$ cat src/rtl/ga25_sdr_responder.sv
// ga25_sdr_responder: responder end of the GFX SDRAM request interface.
// Takes single-cycle 32/64-bit read requests, splits them into pipelined
// 16-bit memory reads, reassembles the halfwords little-endian and returns
// the result with a one-cycle sdr_rdy pulse. One request can wait in a
// pending slot while another is in service; anything beyond that is dropped
// and flagged on the sticky sdr_ovf output.
module ga25_sdr_responder #(
    parameter int ADDR_W          = 25,
    parameter int MEM_AW          = 24,
    parameter int MAX_OUTSTANDING = 4
) (
    input  logic              clk,
    input  logic              reset_n,
    input  logic [ADDR_W-1:0] sdr_addr,
    input  logic              sdr_req,
    input  logic              sdr_64bit,
    output logic [63:0]       sdr_data,
    output logic              sdr_rdy,
    output logic              sdr_ovf,
    output logic [MEM_AW-1:0] mem_addr,
    output logic              mem_rd,
    input  logic              mem_busy,
    input  logic [15:0]       mem_q,
    input  logic              mem_valid
);

    typedef enum logic [1:0] {
        IDLE    = 2'd0,
        ISSUE   = 2'd1,
        COLLECT = 2'd2,
        DONE    = 2'd3
    } state_t;

    state_t            state_reg, state_next;

    // Pending request slot (halfword address only; byte lane bit is ignored)
    logic              slot_full_reg;
    logic [MEM_AW-1:0] slot_addr_reg;
    logic              slot_64_reg;

    // Active transfer bookkeeping
    logic [MEM_AW-1:0] base_reg;
    logic [2:0]        total_reg;
    logic [2:0]        issue_cnt_reg;
    logic [2:0]        ret_cnt_reg;
    logic [15:0]       lane_reg [4];
    logic [63:0]       data_reg;
    logic              ovf_reg;

    logic              start;
    logic              throttle;
    logic              accept;
    logic              last_issue;
    logic              capture;
    logic              collect_done;
    logic [2:0]        outstanding;
    logic              addr_lsb_unused;

    // Byte address bit 0 has no meaning for halfword reads
    assign addr_lsb_unused = sdr_addr[0];

    // Handshake and progress decodes shared by the FSM and the datapath
    always_comb begin
        start        = (state_reg == IDLE) && slot_full_reg;
        outstanding  = issue_cnt_reg - ret_cnt_reg;
        throttle     = (outstanding == 3'(MAX_OUTSTANDING));
        accept       = (state_reg == ISSUE) && !throttle && !mem_busy;
        last_issue   = accept && (issue_cnt_reg == (total_reg - 3'd1));
        capture      = mem_valid && (state_reg != IDLE) && (ret_cnt_reg != total_reg);
        collect_done = (state_reg == COLLECT) && (ret_cnt_reg == total_reg);
    end

    // State register; reset drops mem_rd at once because mem_rd decodes state
    always_ff @(posedge clk or negedge reset_n) begin
        if (!reset_n) begin
            state_reg <= IDLE;
        end else begin
            state_reg <= state_next;
        end
    end

    // Next-state logic and memory/handshake outputs
    always_comb begin
        state_next = state_reg;
        mem_rd     = 1'b0;
        sdr_rdy    = 1'b0;
        mem_addr   = base_reg + MEM_AW'(issue_cnt_reg);
        case (state_reg)
            IDLE: begin
                if (slot_full_reg) begin
                    state_next = ISSUE;
                end
            end
            ISSUE: begin
                mem_rd = !throttle;
                if (last_issue) begin
                    state_next = COLLECT;
                end
            end
            COLLECT: begin
                if (collect_done) begin
                    state_next = DONE;
                end
            end
            DONE: begin
                sdr_rdy    = 1'b1;
                state_next = IDLE;
            end
            default: begin
                state_next = IDLE;
            end
        endcase
    end

    // Pending slot: a slot emptied this cycle can take a new request
    always_ff @(posedge clk or negedge reset_n) begin
        if (!reset_n) begin
            slot_full_reg <= 1'b0;
            slot_addr_reg <= '0;
            slot_64_reg   <= 1'b0;
            ovf_reg       <= 1'b0;
        end else begin
            if (sdr_req && (!slot_full_reg || start)) begin
                slot_full_reg <= 1'b1;
                slot_addr_reg <= sdr_addr[ADDR_W-1:1];
                slot_64_reg   <= sdr_64bit;
            end else if (start) begin
                slot_full_reg <= 1'b0;
            end
            if (sdr_req && slot_full_reg && !start) begin
                ovf_reg <= 1'b1;
            end
        end
    end

    // Transfer counters; base address arithmetic wraps naturally at MEM_AW bits
    always_ff @(posedge clk or negedge reset_n) begin
        if (!reset_n) begin
            base_reg      <= '0;
            total_reg     <= 3'd0;
            issue_cnt_reg <= 3'd0;
            ret_cnt_reg   <= 3'd0;
        end else if (start) begin
            base_reg      <= slot_addr_reg;
            total_reg     <= slot_64_reg ? 3'd4 : 3'd2;
            issue_cnt_reg <= 3'd0;
            ret_cnt_reg   <= 3'd0;
        end else begin
            if (accept) begin
                issue_cnt_reg <= issue_cnt_reg + 3'd1;
            end
            if (capture) begin
                ret_cnt_reg <= ret_cnt_reg + 3'd1;
            end
        end
    end

    // Assembly lanes: returns land in order, lane n holds halfword n
    generate
        for (genvar gi = 0; gi < 4; gi++) begin : g_lane
            // Clear at transfer start so unused upper lanes read as zero
            always_ff @(posedge clk or negedge reset_n) begin
                if (!reset_n) begin
                    lane_reg[gi] <= 16'h0000;
                end else if (start) begin
                    lane_reg[gi] <= 16'h0000;
                end else if (capture && (ret_cnt_reg[1:0] == 2'(gi))) begin
                    lane_reg[gi] <= mem_q;
                end
            end
        end
    endgenerate

    // Result register, loaded as DONE is entered and held until the next one
    always_ff @(posedge clk or negedge reset_n) begin
        if (!reset_n) begin
            data_reg <= 64'h0;
        end else if (collect_done) begin
            data_reg <= {lane_reg[3], lane_reg[2], lane_reg[1], lane_reg[0]};
        end
    end

    assign sdr_data = data_reg;
    assign sdr_ovf  = ovf_reg;

endmodule

$ cat config.mk
export PLATFORM = sky130hd
export DESIGN_NAME = ga25_sdr_responder
export DESIGN_NICKNAME = d
export VERILOG_FILES = /design/src/rtl/ga25_sdr_responder.sv
export SDC_FILE = /design/constraint.sdc
export NUM_CORES = 1
export LEC_CHECK = 0
export ABC_CLOCK_PERIOD_IN_PS = 4700
export CAP_MARGIN = 0
export CORE_MARGIN = 5
export CORE_UTILIZATION = 29
export CTS_BUF_LIST = sky130_fd_sc_hd__clkbuf_8
export DETAILED_ROUTE_END_ITERATION = 8
export SLEW_MARGIN = 30
export SYNTH_ARGS = -nofsm -noshare
export SYNTH_HDL_FRONTEND = slang
export SYNTH_SLANG_ARGS = --single-unit
$ cat constraint.sdc
create_clock -name clk -period 4.7 [get_ports clk]
set_input_delay 1.41 -clock clk [delete_from_list [all_inputs] [get_ports clk]]
set_output_delay 1.41 -clock clk [all_outputs]
set_load 0.02 [all_outputs]
==> impl_metrics.xml <==
<?xml version="1.0" encoding="UTF-8"?>
<metrics>
  <group name="floorplanning">
    <metric name="die_height" unit="µm">175</metric>
    <metric name="dieWidth" unit="µm">175</metric>
    <metric name="io_pins" unit="">138</metric>
    <metric name="core-area" unit="µm²">26900</metric>
    <metric name="rows" unit="">60</metric>
    <metric name="die_area" unit="µm²">30600</metric>
    <metric name="initial_utilization" unit="">0.294</metric>
  </group>
  <group name="sta">
    <metric name="slew_headroom" unit="">0.410</metric>
    <metric name="period_share" unit="">0.924</metric>
    <metric name="final_max_slew_viol_count" unit="">0</metric>
    <metric name="fmax" unit="MHz">230</metric>
    <metric name="fin_setup_tns" unit="ps">0</metric>
    <metric name="fin_worst_skew" unit="ps">21.9</metric>
    <metric name="setup-violations-final" unit="">0</metric>
    <metric name="worst_pin_slew" unit="ps">885</metric>
    <metric name="grt_setup_unrepaired" unit="">no</metric>
    <metric name="period_needed" unit="ps">4340</metric>
    <metric name="finalHoldViolations" unit="">0</metric>
  </group>
  <group name="drt">
    <metric name="number_of_search_and_repair_iterations_in_the_first_detailed_routing_pass" unit="">4</metric>
    <metric name="drt-wirelength-per-cell" unit="µm">16.5</metric>
    <metric name="drt-initial-drc-count" unit="">228</metric>
    <metric name="drc_errors" unit="">0</metric>
    <metric name="ant_nets" unit="">0</metric>
    <metric name="wl" unit="µm">18300</metric>
    <metric name="post_dr_vias_cell" unit="">4.53</metric>
    <metric name="detailroute.via_count" unit="">5025</metric>
  </group>
  <group name="logic_synthesis">
    <metric name="synth-seq-cells" unit="">189</metric>
    <metric name="syn-instance-count" unit="">618</metric>
    <metric name="synth.yosys.warnings" unit="">0</metric>
    <metric name="netlist_area" unit="µm²">7900</metric>
    <metric name="yosysUniqueCellTypes" unit="">34</metric>
    <metric name="netlist_top_cells_area" unit="">sky130_fd_sc_hd__dfrtp_1 60%, sky130_fd_sc_hd__mux2_2 20%, sky130_fd_sc_hd__nand2_1 5.3%, sky130_fd_sc_hd__xnor2_1 2.4%, sky130_fd_sc_hd__ha_1 2.2%</metric>
    <metric name="synthDominantAreaCellType" unit="">sky130_fd_sc_hd__dfrtp_1</metric>
    <metric name="synth_seq_area_share" unit="">0.599</metric>
    <metric name="post_synth.cell_area_avg" unit="µm²">12.8</metric>
    <metric name="yosysTopAreaCellShare" unit="">0.599</metric>
    <metric name="postSynthNetCount" unit="">680</metric>
  </group>
  <group name="finish">
    <metric name="layout_commonest_cell" unit="">sky130_fd_sc_hd__dfrtp_1</metric>
    <metric name="design.final.nets" unit="">818</metric>
    <metric name="filler_cell_count" unit="">2617</metric>
    <metric name="final_cell_area" unit="µm²">10100</metric>
    <metric name="mostFrequentLayoutCells" unit="">189 x sky130_fd_sc_hd__dfrtp_1, 137 x sky130_fd_sc_hd__mux2_2, 135 x sky130_fd_sc_hd__clkdlybuf4s50_1, 111 x sky130_fd_sc_hd__nand2_1, 25 x sky130_fd_sc_hd__nand3_1</metric>
    <metric name="post-route-util" unit="">0.376</metric>
    <metric name="n_antenna_cell" unit="">0</metric>
    <metric name="area_delta_synth_final" unit="%">28.0</metric>
    <metric name="ratio_of_cells_with_drive_above_1_in_the_final_layout" unit="">0.238</metric>
  </group>
  <group name="power_and_ir_drop">
    <metric name="cellLeakagePower" unit="µW">0.00451</metric>
    <metric name="power.density_cell_area" unit="nW/µm²">722</metric>
    <metric name="vdd_ir_drop_max" unit="mV">0.331</metric>
  </group>
  <group name="global_route">
    <metric name="globalRouteTotalUtil" unit="">0.122</metric>
    <metric name="grt_pass1_wl" unit="µm">29500</metric>
    <metric name="globalRouteOverflowTotal" unit="">0</metric>
    <metric name="first_global_vias" unit="">5279</metric>
    <metric name="grt_antenna_before_repair" unit="">0</metric>
    <metric name="grt_start_max_net_pins" unit="">114</metric>
  </group>
  <group name="cts">
    <metric name="tritoncts.num_buffers" unit="">17</metric>
    <metric name="cts.sinks" unit="">189</metric>
    <metric name="clockRootBuffer" unit="">sky130_fd_sc_hd__clkbuf_8</metric>
    <metric name="clk_path_buf_depth" unit="">2</metric>
    <metric name="cts_tree" unit="">built</metric>
    <metric name="worst_skew_pair.late_latency" unit="ps">460</metric>
    <metric name="clk_pin_slew" unit="ps">100</metric>
    <metric name="cts_hold_repair.buffers" unit="">0</metric>
    <metric name="postCtsSetupBuffers" unit="">0</metric>
    <metric name="clock_tree.htree_level_count" unit="">4</metric>
  </group>
  <group name="setup_path">
    <metric name="critPathArrivalTime" unit="ps">2930</metric>
    <metric name="timing.critical_path.from_type" unit="">flip-flop</metric>
    <metric name="critPathKind" unit="">reg2out</metric>
    <metric name="crit_startpoint" unit="">issue_cnt_reg[1]</metric>
    <metric name="worstSetupEndpointType" unit="">primary output</metric>
    <metric name="worstReg2RegStart" unit="">state_reg[0]</metric>
    <metric name="cp_max_fo" unit="">7</metric>
    <metric name="cp_data_required_time" unit="ps">3290</metric>
  </group>
  <group name="place">
    <metric name="dp_hpwl" unit="µm">12200</metric>
    <metric name="finalWeightedCongestion" unit="">0.751</metric>
    <metric name="io_buffers" unit="">136</metric>
    <metric name="placed_area" unit="µm²">9650</metric>
  </group>
  <group name="hold_path">
    <metric name="hold_start" unit="">slot_addr_reg[1]</metric>
    <metric name="min_delay_path_class" unit="">reg2reg</metric>
  </group>
  <group name="run_status">
    <metric name="run_status" unit="">finished, final reports clean</metric>
  </group>
  <group name="run">
    <metric name="max_cap_viol" unit="">0</metric>
  </group>
</metrics>
==> repair_timing <==
action,CTS,global route
gates resized for setup,0,1
endpoints found under the hold margin,0,0
setup endpoints to repair,0,6
==> synthesized netlist by cell type (all sizes together) <==
library cell  number
nand3             25
and2              18
and3               2
nand2b             4
clkbuf            13
o21a               1
fa                 1
o31ai              1
and4               3
xor2               8
a31oi              1
xnor2             22
nand2            113
nor2               7
o2111ai            2
buf               13
ha                14
nor3               2
o21bai             1
nand4              5
inv                8
o21ai              1
a21oi             18
o211ai             1
mux2             138
a21o               1
a222oi             1
nor2b              2
mux2i              3
dfrtp            189
==> kinds of logic (layout without fill, tap and decap cells) <==
logic type,after synthesis,in the layout,share of synthesized area
buffers and inverters,34,185,0.0182
adders and majority gates,15,15,0.0247
muxes,141,141,0.201
AOI/OAI and AO/OA,28,28,0.0219
DFF,189,189,0.599
and+or+nand+nor,181,181,0.103
xor gates and xnor gates,30,30,0.0333
==> power breakdown <==
part	switching (µW)	internal (µW)	leakage, µW
Combinational	1630	1690	0.00193
Sequential	458	2380	0.00237
Clock	665	467	0.000207
==> cell type report <==
class,instances,area [µm²],share of cell area
clock buffers,18,248,0.0245
well taps,341,427,0.0422
inverters,8,30.0,0.00297
repair buffers,145,1470,0.145
flip-flops and latches,189,4730,0.468
clock inverters,14,179,0.0177
multi-input cells,395,3030,0.300
==> path summary, 6_finish.rpt <==
kind,end,slack (ps),depth (start not counted)
min in group asynchronous,sdr_data[61],780,1
worst max-delay path,mem_addr[19],360,7
worst min-delay path,base_reg[1],470,2
worst max register to register,lane_reg[18],2340,8
worst min register to register,base_reg[1],470,2
max in group asynchronous,slot_addr_reg[16],3160,2
==> routing by layer <==
metal  track usage  vias up  part of all wire  wire (µm)
li1              -     2374                 -          -
met1         0.160     2522              0.45       8310
met2         0.191      122              0.46       8430
met3        0.0511        7             0.081       1480
met4        0.0255        0            0.0052         96
met5             0        -                 0          0
==> worst max-delay path, cell delays in order (launching register included) <==
cell,delay [ps]
sky130_fd_sc_hd__dfrtp_1,490
sky130_fd_sc_hd__ha_1,310
sky130_fd_sc_hd__a21o_1,100
sky130_fd_sc_hd__a21oi_1,120
sky130_fd_sc_hd__nor3_2,460
sky130_fd_sc_hd__nand3_1,160
sky130_fd_sc_hd__xnor2_1,210
sky130_fd_sc_hd__clkdlybuf4s50_1,640
==> per-stage QoR <==
step / setup slack [ps] / power (µW) / cells / hold slack [ps]
after detailed placement: 563 / 6260 / 1077 / 448
after global routing: 76.3 / 7810 / 1110 / 491
after CTS: 8.80 / 7430 / 1109 / 474
after floorplan: 1290 / 4910 / 618 / 433
after global placement: 519 / 6200 / 1077 / 444
final: 357 / 7300 / 1110 / 468
(Power assumes the default switching activity.)
